[src/rtl/snapshot_uart_tx_pkg.sv]
// Shared types and constants for the snapshot UART transmitter.
//   state_t           : transmitter FSM state encoding
//   SYNC_BYTE_DEFAULT : default first byte of every frame
//   FRAME_BYTES       : bytes per frame (sync, MSB, LSB)
//   BITS_PER_BYTE     : data bits per UART character
//   SNAP_W            : snapshot width supported by this revision
package snapshot_uart_tx_pkg;

    typedef enum logic [1:0] {
        IDLE  = 2'd0,
        START = 2'd1,
        DATA  = 2'd2,
        STOP  = 2'd3
    } state_t;

    localparam logic [7:0]  SYNC_BYTE_DEFAULT = 8'hA5;
    localparam int unsigned FRAME_BYTES       = 3;
    localparam int unsigned BITS_PER_BYTE     = 8;
    localparam int unsigned SNAP_W            = 16;

    // Selects the frame byte for a given byte index: sync, then MSB, then LSB.
    function automatic logic [7:0] frame_byte(
        input logic [1:0]        idx,
        input logic [SNAP_W-1:0] shadow,
        input logic [7:0]        sync
    );
        case (idx)
            2'd0:    frame_byte = sync;
            2'd1:    frame_byte = shadow[15:8];
            default: frame_byte = shadow[7:0];
        endcase
    endfunction

endpackage

[src/rtl/snapshot_uart_tx_if.sv]
// Request/status bundle between a snapshot producer and the UART transmitter.
//   snap_req : capture-and-send request (to transmitter)
//   data_in  : value to snapshot (to transmitter)
//   clr_ovf  : clears the overflow flag (to transmitter)
//   tx       : UART line, idle high (from transmitter)
//   busy     : frame in progress (from transmitter)
//   done     : one-cycle frame-complete pulse (from transmitter)
//   ovf      : sticky dropped-request flag (from transmitter)
interface snapshot_uart_tx_if;
    import snapshot_uart_tx_pkg::*;

    logic              snap_req;
    logic [SNAP_W-1:0] data_in;
    logic              clr_ovf;
    logic              tx;
    logic              busy;
    logic              done;
    logic              ovf;

    modport master (
        output snap_req, data_in, clr_ovf,
        input  tx, busy, done, ovf
    );

    modport slave (
        input  snap_req, data_in, clr_ovf,
        output tx, busy, done, ovf
    );

endinterface

[src/rtl/uart_baud_tick.sv]
// Baud-rate tick generator: counts 0..CLKS_PER_BIT-1 while enabled and
// pulses tick during the terminal-count cycle; the count is held at 0
// while disabled.
//   clk  : clock, rising edge
//   rst  : synchronous reset, active high
//   en   : count enable
//   tick : registered, high in the cycle the counter sits at terminal count
module uart_baud_tick #(
    parameter int unsigned CLKS_PER_BIT = 16
) (
    input  logic clk,
    input  logic rst,
    input  logic en,
    output logic tick
);

    localparam int unsigned CNT_W = (CLKS_PER_BIT > 1) ? $clog2(CLKS_PER_BIT) : 1;

    if (CLKS_PER_BIT < 2 || CLKS_PER_BIT > 65535) begin : g_bad_cpb
        $error("uart_baud_tick: CLKS_PER_BIT must be in 2..65535");
    end

    logic [CNT_W-1:0] cnt_q, cnt_d;
    logic             tick_q, tick_d;

    // tick is registered one count early so it lines up with terminal count.
    always_comb begin
        cnt_d  = cnt_q;
        tick_d = 1'b0;
        if (!en) begin
            cnt_d = '0;
        end else begin
            tick_d = (cnt_q == CNT_W'(CLKS_PER_BIT - 2));
            cnt_d  = (cnt_q == CNT_W'(CLKS_PER_BIT - 1)) ? '0 : cnt_q + CNT_W'(1);
        end
    end

    always_ff @(posedge clk) begin
        if (rst) begin
            cnt_q  <= '0;
            tick_q <= 1'b0;
        end else begin
            cnt_q  <= cnt_d;
            tick_q <= tick_d;
        end
    end

    assign tick = tick_q;

endmodule

[src/rtl/snapshot_uart_tx.sv]
// Snapshots a 16-bit value on request and sends it as a 3-byte UART 8N1
// frame: SYNC_BYTE, value[15:8], value[7:0], each LSB first.
//   clk : clock, rising edge
//   rst : synchronous reset, active high
//   bus : slave side of snapshot_uart_tx_if (snap_req/data_in/clr_ovf in,
//         tx/busy/done/ovf out, all outputs registered)
module snapshot_uart_tx
    import snapshot_uart_tx_pkg::*;
#(
    parameter int unsigned CLKS_PER_BIT = 16,
    parameter int unsigned DATA_W       = 16,
    parameter logic [7:0]  SYNC_BYTE    = SYNC_BYTE_DEFAULT
) (
    input  logic              clk,
    input  logic              rst,
    snapshot_uart_tx_if.slave bus
);

    if (CLKS_PER_BIT < 2 || CLKS_PER_BIT > 65535) begin : g_bad_cpb
        $error("snapshot_uart_tx: CLKS_PER_BIT must be in 2..65535");
    end
    if (DATA_W != SNAP_W) begin : g_bad_dw
        $error("snapshot_uart_tx: DATA_W must be 16");
    end

    state_t            state_q, state_d;
    logic [1:0]        byte_idx_q, byte_idx_d;
    logic [2:0]        bit_idx_q, bit_idx_d;
    logic [7:0]        shift_q, shift_d;
    logic [SNAP_W-1:0] shadow_q, shadow_d;
    logic              tx_q, tx_d;
    logic              busy_q, busy_d;
    logic              done_q, done_d;
    logic              ovf_q, ovf_d;
    logic              tick;
    logic              baud_en;
    logic [7:0]        cur_byte;

    assign baud_en  = (state_q != IDLE);
    assign cur_byte = frame_byte(byte_idx_q, shadow_q, SYNC_BYTE);

    uart_baud_tick #(
        .CLKS_PER_BIT(CLKS_PER_BIT)
    ) u_baud (
        .clk (clk),
        .rst (rst),
        .en  (baud_en),
        .tick(tick)
    );

    // Next-state logic; tx/busy/done are computed for the edge that enters
    // each state so the registered outputs change together with the state.
    always_comb begin
        state_d    = state_q;
        byte_idx_d = byte_idx_q;
        bit_idx_d  = bit_idx_q;
        shift_d    = shift_q;
        shadow_d   = shadow_q;
        tx_d       = tx_q;
        busy_d     = busy_q;
        done_d     = 1'b0;
        ovf_d      = ovf_q;

        // A dropped request outranks a simultaneous clear.
        if (bus.clr_ovf) begin
            ovf_d = 1'b0;
        end
        if (bus.snap_req && busy_q) begin
            ovf_d = 1'b1;
        end

        case (state_q)
            IDLE: begin
                if (bus.snap_req) begin
                    shadow_d   = bus.data_in;
                    byte_idx_d = 2'd0;
                    bit_idx_d  = 3'd0;
                    state_d    = START;
                    tx_d       = 1'b0;
                    busy_d     = 1'b1;
                end
            end
            START: begin
                if (tick) begin
                    tx_d      = cur_byte[0];
                    shift_d   = {1'b0, cur_byte[7:1]};
                    bit_idx_d = 3'd0;
                    state_d   = DATA;
                end
            end
            DATA: begin
                if (tick) begin
                    if (bit_idx_q == 3'(BITS_PER_BYTE - 1)) begin
                        tx_d    = 1'b1;
                        state_d = STOP;
                    end else begin
                        tx_d      = shift_q[0];
                        shift_d   = {1'b0, shift_q[7:1]};
                        bit_idx_d = bit_idx_q + 3'd1;
                    end
                end
            end
            STOP: begin
                if (tick) begin
                    if (byte_idx_q < 2'(FRAME_BYTES - 1)) begin
                        byte_idx_d = byte_idx_q + 2'd1;
                        tx_d       = 1'b0;
                        state_d    = START;
                    end else begin
                        tx_d    = 1'b1;
                        busy_d  = 1'b0;
                        done_d  = 1'b1;
                        state_d = IDLE;
                    end
                end
            end
            default: begin
                state_d = IDLE;
            end
        endcase
    end

    always_ff @(posedge clk) begin
        if (rst) begin
            state_q    <= IDLE;
            byte_idx_q <= 2'd0;
            bit_idx_q  <= 3'd0;
            shift_q    <= 8'd0;
            shadow_q   <= '0;
            tx_q       <= 1'b1;
            busy_q     <= 1'b0;
            done_q     <= 1'b0;
            ovf_q      <= 1'b0;
        end else begin
            state_q    <= state_d;
            byte_idx_q <= byte_idx_d;
            bit_idx_q  <= bit_idx_d;
            shift_q    <= shift_d;
            shadow_q   <= shadow_d;
            tx_q       <= tx_d;
            busy_q     <= busy_d;
            done_q     <= done_d;
            ovf_q      <= ovf_d;
        end
    end

    assign bus.tx   = tx_q;
    assign bus.busy = busy_q;
    assign bus.done = done_q;
    assign bus.ovf  = ovf_q;

endmodule

[src/flat_wrapper.sv]
// flat-port wrapper written by rule: the top's interface ports become plain ports
module snapshot_uart_tx_flat import snapshot_uart_tx_pkg::*;
#(
    parameter int unsigned CLKS_PER_BIT = 16,
    parameter int unsigned DATA_W       = 16,
    parameter logic [7:0]  SYNC_BYTE    = SYNC_BYTE_DEFAULT
)
  (clk, rst, bus_snap_req, bus_data_in, bus_clr_ovf, bus_tx, bus_busy, bus_done, bus_ovf);
  snapshot_uart_tx_if bus_i ();
  input  logic clk;
  input  logic rst;
  input wire logic [$bits(bus_i.snap_req)-1:0] bus_snap_req;
  input wire logic [$bits(bus_i.data_in)-1:0] bus_data_in;
  input wire logic [$bits(bus_i.clr_ovf)-1:0] bus_clr_ovf;
  output wire logic [$bits(bus_i.tx)-1:0] bus_tx;
  output wire logic [$bits(bus_i.busy)-1:0] bus_busy;
  output wire logic [$bits(bus_i.done)-1:0] bus_done;
  output wire logic [$bits(bus_i.ovf)-1:0] bus_ovf;
  assign bus_i.snap_req = bus_snap_req;
  assign bus_i.data_in = bus_data_in;
  assign bus_i.clr_ovf = bus_clr_ovf;
  assign bus_tx = bus_i.tx;
  assign bus_busy = bus_i.busy;
  assign bus_done = bus_i.done;
  assign bus_ovf = bus_i.ovf;
  snapshot_uart_tx #(.CLKS_PER_BIT(CLKS_PER_BIT), .DATA_W(DATA_W), .SYNC_BYTE(SYNC_BYTE)) u_core (.clk(clk), .rst(rst), .bus(bus_i));
endmodule
[config.mk]
export PLATFORM = sky130hd
export DESIGN_NAME = snapshot_uart_tx_flat
export DESIGN_NICKNAME = d
export VERILOG_FILES = /design/src/rtl/snapshot_uart_tx_pkg.sv /design/src/rtl/snapshot_uart_tx_if.sv /design/src/rtl/uart_baud_tick.sv /design/src/rtl/snapshot_uart_tx.sv /design/src/flat_wrapper.sv
export SDC_FILE = /design/constraint.sdc
export NUM_CORES = 1
export LEC_CHECK = 0
export ABC_AREA = 1
export CAP_MARGIN = 5
export CORE_MARGIN = 2
export CORE_UTILIZATION = 54
export DETAILED_ROUTE_END_ITERATION = 12
export PLACE_DENSITY = 0.84
export SYNTH_ARGS = -nofsm -noshare
export SYNTH_HDL_FRONTEND = slang
export SYNTH_SLANG_ARGS = --single-unit
[constraint.sdc]
create_clock -name clk -period 2.07 [get_ports clk]
set_input_delay 0.414 -clock clk [delete_from_list [all_inputs] [get_ports clk]]
set_output_delay 0.414 -clock clk [all_outputs]
set_load 0.02 [all_outputs]
# == Word-level counts from Yosys, hierarchy flattened ==
# Index checks and enable logic that the tools add are counted.
# op_classes
muxes,34
n_bitwise,3
add_sub_neg,3
n_div,0
mul,0
order_cmp,1
n_eq_ne,15
reduce_logical,18
shift,0
# op_table
op,count
one-hot mux 8 bit (2 select lines),2
2-to-1 mux 8 bit,3
2-to-1 mux 2 bit,8
AND reduction 4 bit,4
2-to-1 mux 1 bit,12
2-to-1 mux 3 bit,4
inequality test 2 bit (second input constant),6
AND reduction 5 bit,2
one-hot mux 3 bit (3 select lines),1
== test 4 bit (second input constant),2
one-hot mux 2 bit (4 select lines),1
nonzero test 2 bit,4
OR reduction 3 bit,2
adder 4 x 1 -> 4 bit (second input constant),1
== test 2 x 1 -> 1 bit (second input constant),2
== test 2 bit (second input constant),2
logical NOT 2 bit,2
inequality test 2 x 1 -> 1 bit (second input constant),2
one-hot mux 1 bit (4 select lines),1
one-hot mux 2 bit (2 select lines),1
adder 3 x 1 -> 3 bit (second input constant),1
== test 3 bit (second input constant),1
NOT 1 bit,3
nonzero test 3 bit,1
6 further kinds,6
# totals
ram_bits,0
latch_bits,0
mem_bits_ro,0
regBits,40
memories,0
word_cells,85
input_bits,20

# == Depth between registers and ports, before layout ==
# depth
depth_word,4
ltp_mapped,11

# == Modules after synthesis ==
# A second synthesis with hierarchy kept.
# unflattened
cells_unflattened,263
area_unflattened_um2,1858.0
# by_module_without_submodules
module,area_each_um2,n_inst,cells_per_inst,seq_area_each_um2
snapshot_uart_tx,1654.1,1,238,680.7
uart_baud_tick,203.9,1,25,100.1

# == Worst setup path after synthesis ==
# Ideal clock, no wire load.
# synth_path
kind,reg-to-reg
startpoint,register u_core.state_q[0]
endpoint,register u_core.shift_q[2]
n_path_buf,2
stages_incl_launch_ff,12
required_ns,1.961
setup_time_ns,0.109
synth_period_minus_slack_ns,1.438
arrival_ns,1.329
setup_slack_ns,0.632
cell_sequence,dfxtp_1 > inv_1 > ha_1 > inv_2 > buf_6 > o21ai_2 > nand2_1 > buf_6 > nor2_1 > nand2_1 > nand2_1 > inv_1
# synth_via
elab_chain_len,3
word_cells_on_any_way,8
cone_classes,eq/ne (5); mux (1); reduce/logical (2)
# synth_lines
item,line_no,source
start: declaration,snapshot_uart_tx.sv:26,"state_t state_q, state_d;"
start signal: assignment,snapshot_uart_tx.sv:135,state_q <= state_d;
== test 2 bit or == test 2 x 1 -> 1 bit (tied branches),snapshot_uart_tx.sv:72,case (state_q)
inequality test 2 bit (no line) or nonzero test 2 bit (tied branches),--,
AND reduction 4 bit (no line),--,
end signal: assignment,snapshot_uart_tx.sv:138,shift_q <= shift_d;
end: declaration,snapshot_uart_tx.sv:29,"logic [7:0] shift_q, shift_d;"
# Parallel ways exist; a longest one is shown, timed or not.
# A chain may end at the register's enable or synchronous reset.

# == Worst setup path in the final report ==
# layout_path
startpoint,register u_core.state_q[0]
endpoint,register u_core.shift_q[0]
# Same word-level chain as after synthesis.

==> metrics <==
status finished, final reports clean; Worst Setup Start Kind flop; Final Hold Viols 0; synthesized net count 310; area grow syn2layout 17.1%; Yosys Warn Count 0; Post-synth top cells nand2_1 (62), nor2_1 (42), dfxtp_1 (39), inv_1 (27), a21oi_1 (23); mux contribution to synthesized area 0%; grt total ovfl 0; Crit Path Class reg -> reg; Max IR drop VDD 0.807 mV; # nets final roughly 340; CTS Buf Count 5; share of post-route cells with drive strength above 1 8.55%; Syn Area/Cell 6.83 sq um; final setup violation count 0; Tightest Hold Check Type reg -> reg; Flop pwr share a little over two fifths; HPWL Detailed 2.62 mm; # rows 21; DR pass1 iterations 5; critical path's slowest cell dfxtp_1; total power roughly 2300 uW; clk_skew ~0.016 ns; Gate Count Post-Synth about 280; Max-Cap Viols 0; P_int ~1400 uW; largest family of logic cells by synthesized area simple AND/OR/NAND/NOR gates; Initial Util 56.7%; Synth area leader dfxtp_1; via count roughly 1,700; Peak Freq 557 MHz; initial antenna violation count 0; Die ar. 0.00402 sq mm; H-tree depth 2; gr usage total between 15 and 20%; global-route wire length before repair 6.35 mm; Core Footprint between 0.003 and 0.004 sq mm; sequential area share after synthesis about two fifths; maximum fanout count along the critical path 11; RSZ-0062 raised after global routing false; complex-gate fraction of the synthesized area approximately 14%; Lkg Pwr roughly 0.001 uW; combinational share of power between 30% and 40%; ANT cells 0; switching power between 800 and 900 uW; synth top area cells dfxtp_1 (41%), nand2_1 (12%), nor2_1 (8.3%); Crit path top cell by count nand2_1; clk root buf clkbuf_4; Worst Path Required approximately 2.3 ns; Final ANT Viol Nets 0; Slew @ Worst Pin between 0.3 and 0.4 ns; Finished Layout Cells 350; Final Util 66.4%; clock power share 17.1%; number of global-route vias before repair about 1,500; post-synthesis simple-gate area fraction 25.9%; most common cell in the synthesized netlist nand2_1; Setup crit end kind flop; hold_ws about 0.44 ns; Clock Latency Late Sink ~0.34 ns; post-synthesis xor/xnor area fraction less than 1%; pwr/cell area between 1000 and 1500 mW/mm^2; Final Cycle Share 86.7%; Die Wd around 63 microns; Clock Sinks 39; initial DRC count 91; CP Cell Sequence inv_1, ha_1, inv_2, nand2_1, o21ai_2, nand2_2, nor2_1, nand2_1, nand2_1, inv_1; largest net degree at the start of global routing 24; Main synth FF type dfxtp_1; gpl congestion approximately 0.83; Arr. time, crit path 2.03 ns; Seq cells post-synth 39; Synth top area share roughly 41%; Worst slew margin between 70 and 80%; Netlist cell types 21; # placed instances 343; cts hold-fix bufs 0; CTS tree yes; CTS max path bufs 2; Remaining DRCs 0; vias per cell ~4.8; Top Ports 24; asr flop ratio synth 0%; adder-cell share of the synthesized area ~7.2%; Synth Cell Area about 0.0019 sq mm; Max Slew Vio Count 0; sw frac around two fifths; die height ~63 microns; Reg clk slew, reported paths 0.10 ns; number of port buffers 23; WL final 3.53 mm; CP peak stage delay 0.42 ns; DR WL/cell between 10 and 15 microns; Post-synth EDFFs 0; setup tns final 0 ns; min Tclk post-route around 1.8 ns; filler instances 327
kinds of logic after synthesis:
group	Yosys count
simple gates	124
buf+inv	53
compound gates	50
flops	39
fa+ha+maj	11
xor+xnor	2
cells in the final DEF, fill, tap and decap left out, drive strengths merged:
cell type      instances
a21oi                 23
buf                    4
clkbuf                 6
clkdlybuf4s50         23
clkinv                 6
dfxtp                 39
ha                    11
inv                   39
nand2                 62
nand3                 16
nand4                  1
nor2                  43
nor3                   2
o211ai                 3
o21ai                 24
xnor2                  1
xor2                   1
registers in the layout (all words and copies together) (netlist names):
signal and cells:
u_core.bus.ovf 1, u_core.state_q 2, u_core.bus.tx 1, u_core.bit_idx_q 3, u_core.bus.done 1, u_core.u_baud.tick 1
u_core.shift_q 7, u_core.u_baud.cnt_q 4, u_core.bus.busy 1, u_core.byte_idx_q 2, u_core.shadow_q 16
path summary, 6_finish.rpt:
kind / startpoint / end / slack, ns / cells past startpoint
max reg2reg: u_core.state_q[0] / u_core.shift_q[0] / 0.28 / 10
max: u_core.state_q[0] / u_core.shift_q[0] / 0.28 / 10
min: u_core.shadow_q[4] / u_core.shadow_q[4] / 0.44 / 2
min reg2reg: u_core.shadow_q[4] / u_core.shadow_q[4] / 0.44 / 2
routing by layer:
metal | GRT usage, % | wire [microns] | vias to the layer above
met5 | 0 | 0 | -
met1 | 26.2 | 1760 | 698
met4 | 5.16 | 31 | 0
li1 | - | - | 921
met2 | 30.1 | 1490 | 47
met3 | 7.68 | 242 | 4
per-stage QoR:
stage / setup WS [ns] / instance area [sq um]
floorplan: 0.632 / 1910
global placement: 0.352 / 2170
detailed placement: 0.240 / 2170
CTS: 0.211 / 2230
global route: 0.0881 / 2230
finish: 0.276 / 2230
critical path, delay by kind of cell, from the launching register on:
family	cells	cell delay, ns
buffers and inverters	3	0.31
AND/OR/NAND/NOR	5	0.56
AO/OA/AOI/OAI	1	0.11
flip-flops	1	0.42
adder cells (fa/ha/maj)	1	0.29
power by group through the flow:
| stage | clock, uW | sequential [uW] | combinational, uW |
|---|---|---|---|
| after CTS | 396 | 977 | 894 |
| after global routing | 432 | 993 | 1050 |
| after global placement | 0 | 990 | 874 |
| after detailed placement | 0 | 994 | 891 |
| final | 388 | 977 | 897 |
| after floorplan | 0 | 997 | 667 |
what timing repair did:
item / 4_1_cts / 5_1_grt
gates resized for setup: 0 / 1
endpoints found under the setup margin: 0 / 1
setup buffers: 0 / 0
cell type report:
type	instances	area (sq um)	area share, %
clock inverter	1	5.00	0.224
clock buffer	6	51.3	2.30
inverter	44	165	7.40
multi-input combinational	187	912	40.9
tap	46	57.6	2.58
sequential	39	781	35.0
timing repair buffer	27	260	11.7
Note: power is estimated with default switching activity, not from simulation.
